### src/rtl/uart_pkg.sv
// uart_pkg: shared UART types and constants.
// Frame FSM encoding and serial line levels.
package uart_pkg;

  typedef enum logic [2:0] {
    IDLE   = 3'd0,
    START  = 3'd1,
    DATA   = 3'd2,
    PARITY = 3'd3,
    STOP   = 3'd4
  } tx_state_t;

  localparam logic LINE_IDLE = 1'b1;
  localparam logic START_LVL = 1'b0;

endpackage

### src/rtl/uart_baud_cnt.sv
// uart_baud_cnt: bit-period timer.
// Pulses o_bit_end on the last cycle of each bit.
module uart_baud_cnt #(
  parameter int CLKS_PER_BIT = 16
) (
  input  logic i_clk,
  input  logic i_reset_n,
  input  logic i_clear,
  input  logic i_enable,
  output logic o_bit_end
);

  localparam int CW = $clog2(CLKS_PER_BIT);
  localparam logic [CW-1:0] LAST = CW'(CLKS_PER_BIT - 1);

  logic [CW-1:0] cnt;

  assign o_bit_end = i_enable && (cnt == LAST);

  // count cycles within a bit, wrapping on the bit-end edge
  always_ff @(posedge i_clk or negedge i_reset_n) begin
    if (!i_reset_n) begin
      cnt <= '0;
    end else if (i_clear) begin
      cnt <= '0;
    end else if (i_enable) begin
      if (cnt == LAST) cnt <= '0;
      else             cnt <= cnt + 1'b1;
    end
  end

endmodule

### src/rtl/uart_tx_ctrl.sv
// uart_tx_ctrl: UART transmit frame controller.
// Serialises start, data LSB-first, parity, stop.
module uart_tx_ctrl
  import uart_pkg::*;
#(
  parameter int CLKS_PER_BIT = 16,
  parameter int DATA_BITS    = 8,
  parameter bit PARITY_EN    = 1'b1,
  parameter bit PARITY_ODD   = 1'b0,
  parameter int STOP_BITS    = 1
) (
  input  logic                 i_clk,
  input  logic                 i_reset_n,
  input  logic                 i_tx_start,
  input  logic [DATA_BITS-1:0] i_tx_data,
  output logic                 o_tx,
  output logic                 o_busy,
  output logic                 o_tx_done
);

  localparam logic [2:0] LAST_DATA = 3'(DATA_BITS - 1);
  localparam logic [2:0] LAST_STOP = 3'(STOP_BITS - 1);

  tx_state_t            state;
  logic [DATA_BITS-1:0] shreg;
  logic [DATA_BITS-1:0] shifted;
  logic [2:0]           bit_cnt;
  logic                 par;
  logic                 bit_end;
  logic                 last_stop;
  logic                 accept;

  assign shifted   = shreg >> 1;
  assign last_stop = (state == STOP) && bit_end
                   && (bit_cnt == LAST_STOP);
  // a request on the final stop edge chains the
  // next frame with no idle gap on the line
  assign accept    = i_tx_start
                   && ((state == IDLE) || last_stop);

  uart_baud_cnt #(
    .CLKS_PER_BIT(CLKS_PER_BIT)
  ) u_baud (
    .i_clk     (i_clk),
    .i_reset_n (i_reset_n),
    .i_clear   (accept),
    .i_enable  (state != IDLE),
    .o_bit_end (bit_end)
  );

  // frame FSM with registered line, busy and done
  always_ff @(posedge i_clk or negedge i_reset_n) begin
    if (!i_reset_n) begin
      state     <= IDLE;
      shreg     <= '0;
      bit_cnt   <= '0;
      par       <= 1'b0;
      o_tx      <= LINE_IDLE;
      o_busy    <= 1'b0;
      o_tx_done <= 1'b0;
    end else begin
      o_tx_done <= 1'b0;
      if (accept) begin
        state     <= START;
        shreg     <= i_tx_data;
        bit_cnt   <= '0;
        par       <= (^i_tx_data) ^ PARITY_ODD;
        o_tx      <= START_LVL;
        o_busy    <= 1'b1;
        o_tx_done <= last_stop;
      end else if (bit_end) begin
        unique case (state)
          START: begin
            state <= DATA;
            o_tx  <= shreg[0];
          end
          DATA: begin
            shreg <= shifted;
            if (bit_cnt == LAST_DATA) begin
              bit_cnt <= '0;
              if (PARITY_EN) begin
                state <= PARITY;
                o_tx  <= par;
              end else begin
                state <= STOP;
                o_tx  <= LINE_IDLE;
              end
            end else begin
              bit_cnt <= bit_cnt + 1'b1;
              o_tx    <= shifted[0];
            end
          end
          PARITY: begin
            state   <= STOP;
            bit_cnt <= '0;
            o_tx    <= LINE_IDLE;
          end
          STOP: begin
            if (bit_cnt == LAST_STOP) begin
              state     <= IDLE;
              bit_cnt   <= '0;
              o_tx      <= LINE_IDLE;
              o_busy    <= 1'b0;
              o_tx_done <= 1'b1;
            end else begin
              bit_cnt <= bit_cnt + 1'b1;
            end
          end
          default: begin
            state  <= IDLE;
            o_tx   <= LINE_IDLE;
            o_busy <= 1'b0;
          end
        endcase
      end
    end
  end

endmodule
### config.mk
export PLATFORM = sky130hd
export DESIGN_NAME = uart_tx_ctrl
export DESIGN_NICKNAME = d
export VERILOG_FILES = /design/src/rtl/uart_pkg.sv /design/src/rtl/uart_baud_cnt.sv /design/src/rtl/uart_tx_ctrl.sv
export SDC_FILE = /design/constraint.sdc
export NUM_CORES = 1
export LEC_CHECK = 0
export BUFFER_PORTS_ARGS = -buffer_cell sky130_fd_sc_hd__clkbuf_2
export CAP_MARGIN = 20
export CORE_UTILIZATION = 50
export DETAILED_ROUTE_END_ITERATION = 7
export PLACE_DENSITY = 0.78
export SYNTH_ARGS = -nofsm -noshare
export SYNTH_HDL_FRONTEND = slang
export SYNTH_HIERARCHICAL = 1
export SYNTH_SLANG_ARGS = --single-unit
### constraint.sdc
create_clock -name i_clk -period 2.4 [get_ports i_clk]
set_input_delay 0.48 -clock i_clk [delete_from_list [all_inputs] [get_ports i_clk]]
set_output_delay 0.48 -clock i_clk [all_outputs]
set_load 0.1 [all_outputs]
After elaboration in Yosys (flattened, before gate mapping)
Cells that the tools add are included.
- register bits: 22
- input bits: 11
- output and inout port bits: 3
- word-level logic and storage cells: 67
- add/subtract/negate cells: 2
- eq/ne operators: 9
- multiplexer cells: 29
- reductions and logical operators: 19
- operator list (kind ; count):
    $mux 3 ; 8
    $mux 8 ; 3
    $mux 4 ; 3
    $pmux 3 s4 ; 1
    $mux 1 ; 11
    $pmux 3 s3 ; 1
    $reduce_xor 8->1 ; 1
    $eq 3x2->1 const B ; 2
    $eq 3x3->1 const B ; 2
    $logic_not 3->1 ; 2
    $reduce_and 2->1 ; 3
    $reduce_and 3->1 ; 2
    $reduce_bool 2->1 ; 3
    $add 4x1->4 const B ; 1
    $eq 4x4->1 const B ; 1
    $logic_and 1x1->1 ; 4
    $reduce_bool 4->1 ; 1
    $add 3x1->3 const B ; 1
    $eq 3x1->1 const B ; 1
    $ne 3x2->1 const B ; 1
    $ne 3x3->1 const B ; 1
    $pmux 1 s3 ; 1
    $reduce_bool 3->1 ; 1
    $reduce_or 3->1 ; 1
    3 further kinds ; 3

Logic depth before layout (Yosys ltp)
Gate-level depths: netlist (run 1).
- depth after elaboration: 8
- gate-level depth with buffers: 10
- depth with buffers taken out: 8

Cells and area by module
Netlist (run 1), hierarchy kept.
- modules (own cells, without submodules) (module ; instances ; cells each ; area each (um2) ; sequential area each (um2)):
    uart_tx_ctrl ; 1 ; 107 ; 1086.0 ; 451.7
    uart_baud_cnt ; 1 ; 21 ; 201.4 ; 100.1

Worst setup path before layout (run 1)
No wires, ideal clock.
- path kind: flip-flop to flip-flop
- start point: register state[0]
- end point: register bit_cnt[0]
- arrival time: 2069 ps
- slack: 213 ps
- cell stages (with the launch flop): 10
- buffers on the path: 1
- path through: dfrtp_1 > buf_2 > nor2_1 > nand2_1 > nand2_2 > nor2_1 > and4bb_1 > a311oi_2 > a2111oi_1 > a21o_1
- word-level cells in the longest chain between the ends: 8
- RTL lines (what ; line ; source):
    from (decl) ; uart_tx_ctrl.sv:24 ; tx_state_t state;
    from (signal assigned) ; uart_tx_ctrl.sv:54 ; state <= IDLE;
    from (signal assigned) ; uart_tx_ctrl.sv:64 ; state <= START;
    from (signal assigned) ; uart_tx_ctrl.sv:74 ; state <= DATA;
    $reduce_bool 3->1 (*) ; uart_tx_ctrl.sv:47 ; .i_enable (state != IDLE),
    $logic_and 1x1->1 (*) ; uart_baud_cnt.sv:18 ; assign o_bit_end = i_enable && (cnt == LAST);
    via bit_end ; uart_tx_ctrl.sv:29 ; logic bit_end;
    $logic_and 1x1->1 ; uart_tx_ctrl.sv:34 ; assign last_stop = (state == STOP) && bit_end
    $logic_and 1x1->1 ; uart_tx_ctrl.sv:35 ; && (bit_cnt == LAST_STOP);
    $logic_or 1x1->1 ; uart_tx_ctrl.sv:39 ; && ((state == IDLE) || last_stop);
    $logic_and 1x1->1 ; uart_tx_ctrl.sv:39 ;
    $reduce_bool 4->1 (no source line) / $reduce_bool 2->1 (equally long branches) ; -- ;
    $reduce_and 2->1 (no source line) ; -- ;
    to (signal assigned) ; uart_tx_ctrl.sv:89 ; bit_cnt <= bit_cnt + 1'b1;
    to (signal assigned) ; uart_tx_ctrl.sv:106 ; bit_cnt <= bit_cnt + 1'b1;
    to (decl) ; uart_tx_ctrl.sv:27 ; logic [2:0] bit_cnt;
The timed path passes the listed nets; every way through them passes the cells marked *. The select of a mux whose other input is x is not followed.
A chain may end at the register's enable or synchronous reset.

Worst setup path in the final report (run 1)
- start point: register u_baud.cnt[0]
- end point: register par
- word-level cells in the longest chain between the ends: 6
- RTL lines (what ; line ; source):
    from (decl) ; uart_baud_cnt.sv:16 ; logic [CW-1:0] cnt;
    from (signal assigned) ; uart_baud_cnt.sv:28 ; else cnt <= cnt + 1'b1;
    $eq 4x4->1 ; uart_baud_cnt.sv:18 ;
    $logic_and 1x1->1 ; uart_baud_cnt.sv:18 ;
    via bit_end ; uart_tx_ctrl.sv:29 ;
    $logic_and 1x1->1 ; uart_tx_ctrl.sv:34 ;
    $logic_and 1x1->1 ; uart_tx_ctrl.sv:35 ;
    $logic_or 1x1->1 ; uart_tx_ctrl.sv:39 ;
    $logic_and 1x1->1 ; uart_tx_ctrl.sv:39 ;
    to (signal assigned) ; uart_tx_ctrl.sv:67 ; par <= (^i_tx_data) ^ PARITY_ODD;
    to (decl) ; uart_tx_ctrl.sv:28 ; logic par;
The timed path passes the listed nets, and every way through them passes these cells.

==> results by group, run 1 <==
Outcome
  – Status: finished clean

Layout
  – Share of cells above drive strength 1: 21.23%
  – Commonest non-fill, non-tap cells in the layout: 21 x dfrtp_1, 14 x nand2_1, 13 x clkbuf_2
  – ANT cells: 0
  – Fill count: 223
  – Nets: 162
  – Synth-to-Final Area Change: 12.83%
  – Most common cell after layout, fill and taps aside: dfrtp_1
  – Cell area after layout: 0.001453 mm^2

Die
  – Starting Density: 52.45%
  – Rows: 18
  – Die area: 0.002782 mm^2
  – Core Region: 0.002455 mm^2
  – Io pins: 14
  – Die width: 52.75 um
  – Die height: 52.75 um

Place
  – PortBufs: 13
  – DP Worst Slack: 0.2532 ns
  – Global placer's final weighted congestion: 0.9357
  – Post-DP Area: 0.001398 mm^2
  – Hpwl dp: 1860 um

Timing
  – Setup Viol. Count Final: 0
  – RSZ-0062 raised after global routing: false
  – Slew HR: 64.01%
  – Final setup skew: 0.001889 ns
  – Final worst slack: 0.3502 ns
  – Max Slew Vio Count: 0
  – Period minus WS final: 2.050 ns
  – Final-report hold violation count: 0
  – Setup_tns: 0 ns
  – Worst Tran Pin Value: 0.5399 ns
  – Fmax: 0.4879 GHz
  – Fin crit share: 85.41%

GRT
  – Initial antenna violation count: 0
  – First-pass GRT wire length: 4229 um
  – Grt total ovfl: 0
  – Vias in the first global route: 994
  – Overall routing resource usage: 21.15%
  – Largest net degree at the start of global routing: 23

CTS
  – Clk Latency, worst-skew pair: 0.32 ns
  – Clock buffer count from CTS: 3
  – Cts hold-fix bufs: 0
  – Clock Pin Slew Worst Setup and Hold Paths: 0.12 ns
  – Clk buf depth: 2
  – Clock Sinks: 22
  – H-tree depth: 1
  – CTS root buf: clkbuf_4
  – TritonCTS clock tree: done

Logic synthesis
  – Prevailing post-synth register cell: dfrtp_1
  – Synth cell types: 37
  – Yosys warning count: 6
  – Post-Syn Area: 0.001287 mm^2
  – Synth Net Count: 143
  – Fraction of registers with async set/reset: 100.0%
  – Yosys reg bits: 22
  – Gate Count Post-Synth: 128
  – Post-synthesis sequential area ratio: 42.86%
  – Syn avg cell area: 10.06 um^2
  – Post-synth EDFFs: 0

Worst setup path
  – WS Path Type: reg2reg
  – Worst Path Max Fanout: 19
  – Worst setup SP type: register
  – WP data arrival: 2.31 ns
  – Crit. End Element: register
  – Required @ worst endpoint: 2.66 ns

Power
  – Power Density: 1200 mW/mm^2
  – Worst VDD drop: 0.6482 mV
  – Leakage: 0.6305 nW

Route
  – DR vias/cell: 5.705
  – Initial DRC Count: 16
  – DR WL/cell: 14.05 um
  – Drc violations: 0
  – Router iterations before antenna repair: 4
  – Via Count: 1004
  – Antenna viol nets, final: 0
  – Drt total wl: 2473 um

Hold path
  – Worst hold path type: in2async

Run
  – Max-cap violation count: 0
==> sequential cells by signal (all words and copies together), names as in the netlist <==
| register | count |
|---|---|
| o_tx | 1 |
| shreg | 8 |
| u_baud/cnt | 4 |
| o_busy | 1 |
| o_tx_done | 1 |
| bit_cnt | 3 |
| par | 1 |
| state | 3 |
==> synthesized netlist by cell type (2+ instances only) <==
cell      count  share of area (%)
nand2_1      14                4.1
inv_1         7                2.0
nor2b_1       4                1.9
xnor2_1       7                4.8
mux2i_1      12                9.3
ha_1          4                3.9
buf_6         2                1.7
o21ai_0       5                1.9
a31oi_1       2               0.97
a21o_1        2                1.2
a21oi_1       5                1.9
o21ai_1       8                3.1
buf_2         3                1.2
nand2b_1      3                1.5
nor2_1        7                2.0
dfrtp_1      21                 41
o22ai_1       2               0.97
==> power by group <==
group | leakage, nW | internal, mW | switching (mW) | total [mW]
Combinational | 0.339 | 0.317 | 0.469 | 0.786
Clock | 0.0279 | 0.169 | 0.119 | 0.288
Sequential | 0.263 | 0.543 | 0.125 | 0.669
==> cells by family (layout without fill, tap and decap cells) <==
group           Yosys count  after routing  synth area share, %
simple gates             35             35                14.19
compound gates           34             34                18.76
flops                    22             22                42.86
buf+inv                  13             31                5.539
mux                      12             12                9.330
xor+xnor                  8              8                5.442
fa+ha+maj                 4              4                3.887
==> metal layers <==
| layer | vias to the layer above | routed length (um) | track usage [%] |
|---|---|---|---|
| met5 | - | 0 | 0 |
| met4 | 0 | 46 | 9.211 |
| met3 | 5 | 59 | 3.478 |
| met2 | 16 | 1243 | 36.08 |
| met1 | 493 | 1123 | 25.91 |
| li1 | 490 | - | - |
==> stage by stage <==
step | utilization (%) | power (mW) | instances | hold WS [ns]
after global placement | 56.93 | 1.408 | 172 | 0.4847
after global routing | 59.17 | 1.877 | 176 | 0.1395
final | 59.17 | 1.743 | 176 | 0.1157
after floorplan | - | 1.262 | 128 | 0.1844
after CTS | 59.07 | 1.744 | 176 | 0.1301
after detailed placement | 56.93 | 1.455 | 172 | 0.4904
==> worst max-delay path, stage by stage, from the launching register on <==
cell       delay (ns)
dfrtp_1          0.43
ha_1             0.23
nand2_1          0.08
nor2_2           0.23
nand3b_1         0.17
a2111oi_4        0.39
buf_4            0.28
nor2_1           0.08
a21oi_2          0.10
==> final cells by class <==
| type | instances | area [um^2] | share of cell area [%] |
|---|---|---|---|
| clock buffers | 3 | 22.52 | 1.550 |
| repair buffers | 20 | 117.6 | 8.097 |
| inverters | 7 | 26.28 | 1.809 |
| multi-input cells | 93 | 666.9 | 45.91 |
| flip-flops and latches | 22 | 551.8 | 37.98 |
| well taps | 30 | 37.54 | 2.584 |
| clock inverters | 1 | 30.03 | 2.067 |
==> worst paths after layout <==
kind | from | end | slack, ns | cells past startpoint
max | u_baud/cnt[0] | par | 0.35 | 8
max in group asynchronous | i_reset_n | o_tx | 1.92 | 1
min | i_reset_n | o_tx_done | 0.12 | 1
max reg2reg | u_baud/cnt[0] | par | 0.35 | 8
min reg2reg | o_tx | o_tx | 0.54 | 2
min in group i_clk | i_tx_data[6] | shreg[6] | 0.38 | 3
==> timing repair <==
item,4_1_cts,5_1_grt
setup buffers,0,0
resized for setup,0,1
setup endpoints to repair,0,6
No activity file was read; power rests on OpenSTA's default activity.
==> run 2, diff against run 1 <==
- clock period: 2.4 -> 2.14 ns (I/O delays scaled with it)
==> results by group, run 2 (same netlist as run 1, synthesis figures left out) <==
Die
  – Die width: 52.75 um (unchanged)
  – Io pins: 14 (unchanged)
  – Starting Density: 52.45% (unchanged)
  – Die area: 0.002782 mm^2 (unchanged)
  – Rows: 18 (unchanged)
  – Die height: 52.75 um (unchanged)
  – Core Region: 0.002455 mm^2 (unchanged)

Timing
  – Fin crit share: 95.38% (was 85.41%)
  – Final setup skew: 0.005034 ns (was 0.001889 ns)
  – Worst Tran Pin Value: 0.5432 ns (was 0.5399 ns)
  – Final-report hold violation count: 0 (unchanged)
  – Slew HR: 63.79% (was 64.01%)
  – Max Slew Vio Count: 0 (unchanged)
  – Setup_tns: 0 ns (unchanged)
  – RSZ-0062 raised after global routing: true (was false)
  – Period minus WS final: 2.041 ns (was 2.050 ns)
  – Setup Viol. Count Final: 0 (unchanged)
  – Fmax: 0.4899 GHz (was 0.4879 GHz)

CTS
  – TritonCTS clock tree: done (unchanged)
  – H-tree depth: 1 (unchanged)
  – Clk Latency, worst-skew pair: 0.31 ns (was 0.32 ns)
  – Clock buffer count from CTS: 3 (unchanged)
  – CTS root buf: clkbuf_4 (unchanged)
  – Clk buf depth: 2 (unchanged)
  – Clock Pin Slew Worst Setup and Hold Paths: 0.13 ns (was 0.12 ns)
  – Clock Sinks: 22 (unchanged)

Worst setup path
  – Max incr delay on CP: 0.48 ns (was 0.43 ns)
  – Worst setup SP type: register (unchanged)
  – WS Path Type: reg2reg (unchanged)
  – Worst Path Max Fanout: 7 (was 19)
  – WP data arrival: 2.25 ns (was 2.31 ns)
  – Reg2Reg Depth: 8 (unchanged)
  – Required @ worst endpoint: 2.35 ns (was 2.66 ns)
  – Crit. End Element: register (unchanged)
  – Crit-path cells: nor2_2 -> nand2_1 -> nand2_2 -> nor2_4 -> and4bb_1 -> a311oi_2 -> a2111oi_1 -> a21o_1 (was ha_1 -> nand2_1 -> nor2_2 -> nand3b_1 -> a2111oi_4 -> buf_4 -> nor2_1 -> a21oi_2)
  – Slowest cell on crit path: a311oi_2 (was dfrtp_1)
  – Reg2reg setup slack: 0.1 ns (was 0.35 ns)
  – Delay-heaviest family, CP: compound AO/OA/AOI/OAI gates (was simple AND/OR/NAND/NOR gates)
  – R2R Path End: bit_cnt[0] (was par)
  – R2r startpoint: state[0] (was u_baud/cnt[0])
  – CP Buf/Inv Count: 0 (was 1)

Layout
  – Top flop regs: shreg: 8 flops, u_baud/cnt: 4 flops (unchanged)
  – Nets: 161 (was 162)
  – ANT cells: 0 (unchanged)
  – Top reg by flops: shreg (unchanged)
  – Synth-to-Final Area Change: 13.12% (was 12.83%)
  – Commonest non-fill, non-tap cells in the layout: 21 x dfrtp_1, 14 x nand2_1, 13 x clkbuf_2 (unchanged)
  – Most common cell after layout, fill and taps aside: dfrtp_1 (unchanged)
  – Share of cells above drive strength 1: 21.38% (was 21.23%)
  – Cell area after layout: 0.001456 mm^2 (was 0.001453 mm^2)
  – Layout Utilization: 59.33% (was 59.17%)
  – Max FFs per register: 8 (unchanged)

Route
  – Antenna viol nets, final: 0 (unchanged)
  – Initial DRC Count: 19 (was 16)
  – DR WL/cell: 14.16 um (was 14.05 um)
  – Drt total wl: 2478 um (was 2473 um)
  – Router iterations before antenna repair: 4 (unchanged)
  – Via Count: 987 (was 1004)
  – Drc violations: 0 (unchanged)
  – DR vias/cell: 5.640 (was 5.705)

Power
  – Pint: 1.158 mW (was 1.029 mW)
  – Total power: 1.969 mW (was 1.743 mW)
  – Logic gate share of total power: 45.6% (was 45.1%)
  – Sw frac: 41.21% (was 40.97%)
  – Leakage: 0.6257 nW (was 0.6305 nW)
  – Worst VDD drop: 0.6838 mV (was 0.6482 mV)
  – Seq pwr share: 38.2% (was 38.4%)
  – Power Density: 1352 mW/mm^2 (was 1200 mW/mm^2)
  – Clock power frac: 16.2% (was 16.5%)
  – Switch Pwr: 0.8115 mW (was 0.7141 mW)

GRT
  – Initial antenna violation count: 0 (unchanged)
  – Grt total ovfl: 0 (unchanged)
  – First-pass GRT wire length: 4174 um (was 4229 um)
  – Largest net degree at the start of global routing: 25 (was 23)
  – Vias in the first global route: 963 (was 994)
  – Overall routing resource usage: 20.83% (was 21.15%)

Place
  – Hpwl dp: 1822 um (was 1860 um)
  – PortBufs: 13 (unchanged)
  – Global placer's final weighted congestion: 0.8877 (was 0.9357)
  – Post-DP Area: 0.001395 mm^2 (was 0.001398 mm^2)

Hold path
  – Worst hold path type: in2async (unchanged)

Outcome
  – Status: finished clean (unchanged)

Run
  – Max-cap violation count: 0 (unchanged)
[run 2: changes by cell type in the layout (fill, tap and decap cells not counted)]
cell    before  now
buf_4        7    5
nor2_1       6    5
buf_6        0    1
nor2_4       0    1
[run 2: worst reg2reg max path, cell delays in order, from the launching register on]
cell       delay, ns
dfrtp_1         0.42
nor2_2          0.14
nand2_1         0.15
nand2_2         0.14
nor2_4          0.07
and4bb_1        0.23
a311oi_2        0.48
a2111oi_1       0.13
a21o_1          0.18
[run 2: cell type report]
cell class	instances	area [um^2]
clock buffer	3	22.52
clock inverter	1	30.03
fill	199	998.5
inverter	7	26.28
multi-input combinational	93	674.4
sequential	22	551.8
tap	30	37.54
timing repair buffer	19	113.9
[run 2: per-layer routing]
layer | global-route usage, % | up-vias | routed length [um]
li1 | - | 482 | -
met1 | 25.36 | 474 | 1069
met2 | 36.92 | 25 | 1285
met3 | 1.739 | 6 | 82
met4 | 9.211 | 0 | 40
met5 | 0 | - | 0
[run 2: worst max-delay path by stage]
stage	start	endpoint	slack (ns)	depth (start not counted)
2_1_floorplan	state[2]	par	0.07	10
3_3_place_gp	u_baud/cnt[0]	par	0.17	8
3_5_place_dp	u_baud/cnt[0]	shreg[7]	0.08	8
4_1_cts	u_baud/cnt[0]	shreg[7]	0.03	8
5_1_grt	state[0]	bit_cnt[0]	-0.02	8
6_report	state[0]	bit_cnt[0]	0.1	8
[run 2: power groups by stage]
stage / registers, mW / logic [mW] / clock network (mW)
final: 0.752 / 0.897 / 0.319
after global placement: 0.746 / 0.842 / 0
after CTS: 0.751 / 0.883 / 0.329
after global routing: 0.773 / 0.998 / 0.345
after detailed placement: 0.760 / 0.875 / 0
after floorplan: 0.806 / 0.616 / 0
[run 2: timing repair]
action / CTS / global route
resized for setup: 0 / 2
buffers inserted: 0 / 0
hold buffers: 0 / 0
endpoints found under the setup margin: 0 / 16
[run 2: metrics by stage]
stage | std cells | hold WS [ns] | setup slack, ns
floorplan | 128 | 0.1324 | 0.06611
global placement | 171 | 0.4367 | 0.1737
detailed placement | 171 | 0.4432 | 0.07994
CTS | 175 | 0.08357 | 0.02631
global route | 175 | 0.09901 | -0.01743
finish | 175 | 0.07112 | 0.09896
==> run 3, diff against run 2 <==
- ABC_AREA: unset -> 1
- PLACE_DENSITY: 0.78 -> 0.77
==> results by group, run 3 <==
Power
  – Worst VDD drop: 0.8656 mV (was 0.6838 mV)
  – Leakage: 0.8582 nW (was 0.6257 nW)
  – Power Density: 1128 mW/mm^2 (was 1352 mW/mm^2)

Die
  – Die height: 55.93 um (was 52.75 um)
  – Die area: 0.003128 mm^2 (was 0.002782 mm^2)
  – Starting Density: 52.72% (was 52.45%)
  – Core Region: 0.002758 mm^2 (was 0.002455 mm^2)
  – Io pins: 14 (unchanged)
  – Die width: 55.93 um (was 52.75 um)
  – Rows: 19 (was 18)

Logic synthesis
  – Gate Count Post-Synth: 201 (was 128)
  – Yosys top cell area share: 36.14% (was 40.82%)
  – Top-count cell post-synth: nand2_1 (was dfrtp_1)
  – Synth Area in Compound Gates: 10.59% (was 18.76%)
  – Yosys top cell by area: dfrtp_1 (unchanged)
  – Xor/xnor share of the synthesized area: 4.819% (was 5.442%)
  – Synth Area in Adders: 3.442% (was 3.887%)
  – Post-synth EDFFs: 0 (unchanged)
  – Yosys reg bits: 22 (unchanged)
  – Fraction of registers with async set/reset: 100.0% (unchanged)
  – Post-Syn Area: 0.001454 mm^2 (was 0.001287 mm^2)
  – Yosys warning count: 6 (unchanged)
  – Largest cells by area after synthesis: dfrtp_1 36%, nand2_1 21%, nand3_1 6.5%, o211ai_1 4.1%, ha_1 3.4% (was dfrtp_1 41%, mux2i_1 9.3%, xnor2_1 4.8%, nand2_1 4.1%, ha_1 3.9%)
  – Syn avg cell area: 7.233 um^2 (was 10.06 um^2)
  – Synth Net Count: 216 (was 143)
  – Simple-gate share of the synthesized area: 36.83% (was 14.19%)
  – Prevailing post-synth register cell: dfrtp_1 (unchanged)
  – Mux cell area share after synthesis: 0% (was 9.329%)
  – Post-synthesis sequential area ratio: 37.95% (was 42.86%)
  – Synth cell types: 28 (was 37)
  – Synth cell count leaders: 80 x nand2_1, 21 x dfrtp_1, 19 x nand3_1 (was 21 x dfrtp_1, 14 x nand2_1, 12 x mux2i_1)
  – Largest family of logic cells by synthesized area: simple AND/OR/NAND/NOR gates (was compound AO/OA/AOI/OAI gates)

Route
  – DR vias/cell: 5.149 (was 5.640)
  – Router iterations before antenna repair: 4 (unchanged)
  – Antenna viol nets, final: 0 (unchanged)
  – Initial DRC Count: 22 (was 19)
  – Via Count: 1282 (was 987)
  – DR WL/cell: 11.05 um (was 14.16 um)
  – Drt total wl: 2752 um (was 2478 um)
  – Drc violations: 0 (unchanged)

Worst setup path
  – R2r startpoint: state[0] (unchanged)
  – WS Path Type: reg2reg (unchanged)
  – Worst setup SP type: register (unchanged)
  – Crit. End Element: register (unchanged)
  – Worst Path Max Fanout: 23 (was 7)
  – WP data arrival: 2.19 ns (was 2.25 ns)
  – Worst setup path start: state[0] (unchanged)
  – Required @ worst endpoint: 2.34 ns (was 2.35 ns)

Timing
  – Setup_tns: 0 ns (unchanged)
  – Max Slew Vio Count: 0 (unchanged)
  – Worst hold slack: 0.09540 ns (was 0.07112 ns)
  – Fin crit share: 93.04% (was 95.38%)
  – Worst Tran Pin Value: 0.5661 ns (was 0.5432 ns)
  – Period minus WS final: 1.991 ns (was 2.041 ns)
  – Setup Viol. Count Final: 0 (unchanged)
  – RSZ-0062 raised after global routing: false (was true)
  – Fmax: 0.5022 GHz (was 0.4899 GHz)
  – Final setup skew: 0.004129 ns (was 0.005034 ns)
  – Slew HR: 62.26% (was 63.79%)
  – Final-report hold violation count: 0 (unchanged)

GRT
  – First-pass GRT wire length: 4912 um (was 4174 um)
  – Vias in the first global route: 1142 (was 963)
  – Overall routing resource usage: 19.60% (was 20.83%)
  – Grt total ovfl: 0 (unchanged)
  – Initial antenna violation count: 0 (unchanged)
  – Largest net degree at the start of global routing: 24 (was 25)

CTS
  – Clock Pin Slew Worst Setup and Hold Paths: 0.12 ns (was 0.13 ns)
  – Clock buffer count from CTS: 3 (unchanged)
  – TritonCTS clock tree: done (unchanged)
  – Clk Latency, worst-skew pair: 0.30 ns (was 0.31 ns)
  – H-tree depth: 1 (unchanged)
  – Clk buf depth: 2 (unchanged)
  – Clock Sinks: 22 (unchanged)
  – CTS root buf: clkbuf_4 (unchanged)
  – Postcts setup bufs: 0 (unchanged)
  – Cts hold-fix bufs: 0 (unchanged)

Layout
  – Layout Utilization: 57.67% (was 59.33%)
  – Top reg by flops: shreg (unchanged)
  – Share of cells above drive strength 1: 17.43% (was 21.38%)
  – Fill count: 270 (was 199)
  – Cell area after layout: 0.001590 mm^2 (was 0.001456 mm^2)
  – ANT cells: 0 (unchanged)
  – Nets: 234 (was 161)
  – Commonest non-fill, non-tap cells in the layout: 80 x nand2_1, 19 x nand3_1, 19 x dfrtp_1 (was 21 x dfrtp_1, 14 x nand2_1, 13 x clkbuf_2)
  – Synth-to-Final Area Change: 9.381% (was 13.12%)
  – Max FFs per register: 8 (unchanged)
  – Final Non-Filler Cells: 249 (was 175)
  – Most common cell after layout, fill and taps aside: nand2_1 (was dfrtp_1)
  – Top flop regs: shreg: 8 flops, u_baud/cnt: 4 flops (unchanged)

Place
  – Post-DP Area: 0.001559 mm^2 (was 0.001395 mm^2)
  – Placed insts: 245 (was 171)
  – PortBufs: 13 (unchanged)
  – Hpwl dp: 2044 um (was 1822 um)
  – Global placer's final weighted congestion: 0.8571 (was 0.8877)

Outcome
  – Status: finished clean (unchanged)

Run
  – Max-cap violation count: 0 (unchanged)

Hold path
  – Worst hold path type: in2async (unchanged)
run 3: changes by cell type after synthesis, moves of 4 or more:
cell,before,now
o21ai_1,8,3
nand2_1,14,80
o211ai_1,0,8
nand3_1,0,19
mux2i_1,12,0
inv_2,0,5
inv_1,7,11
nor2_1,7,13
nor2b_1,4,0
run 3: cell families after synthesis:
family	Yosys count
and+or+nand+nor	123
adders and majority gates	4
DFF	22
AOI/OAI and AO/OA	23
buffers and inverters	21
xor gates and xnor gates	8
run 3: cell type report:
class	instances	area [um^2]	area share [%]
multi-input combinational	158	812.0	51.06
sequential	22	554.3	34.85
timing repair buffer	17	95.09	5.980
inverter	17	63.81	4.013
tap	31	38.79	2.439
clock buffer	4	26.28	1.652
run 3: worst paths after layout:
kind / to / slack, ns / depth (start not counted)
setup reg to reg: shreg[6] / 0.15 / 11
max in group asynchronous: state[1] / 1.63 / 1
hold reg to reg: par / 0.49 / 2
setup / recovery: shreg[6] / 0.15 / 11
min in group i_clk: shreg[7] / 0.38 / 3
hold / removal: bit_cnt[2] / 0.1 / 1
run 3: what timing repair did:
action / in CTS / in global routing
hold endpoints to repair: 0 / 0
gates resized for setup: 0 / 3
endpoints found under the setup margin: 0 / 13
run 3: stage by stage:
stage                     power (mW)  worst slack, ns
after floorplan                1.416           0.1770
after global placement         1.595           0.2452
after detailed placement       1.599           0.1011
after CTS                      1.802          0.09228
after global routing           1.970          0.02081
final                          1.794           0.1489
run 3: critical path, stage by stage (launching register included):
cell and delay, ns:
dfrtp_2 0.46, nor2_1 0.22, nand2_1 0.18, inv_2 0.12
nor2_2 0.06, nand3_1 0.15, a21oi_4 0.09, nand2_4 0.06
buf_4 0.25, o21ai_2 0.16, nand2_1 0.10, nand2_1 0.05
run 3: power by group:
part           internal [mW]  total, mW  switching, mW
Combinational          0.333      0.907          0.575
Clock                 0.0724      0.191          0.119
Sequential             0.571      0.695          0.124
run 3: per-layer routing:
| layer | share of wire, % | up-vias | global-route usage [%] | wire, um |
|---|---|---|---|---|
| li1 | - | 690 | - | - |
| met1 | 54 | 563 | 29.58 | 1473 |
| met2 | 43 | 27 | 30.12 | 1189 |
| met3 | 2.4 | 2 | 2.093 | 67 |
| met4 | 0.76 | 0 | 5.226 | 21 |
| met5 | 0 | - | 0 | 0 |
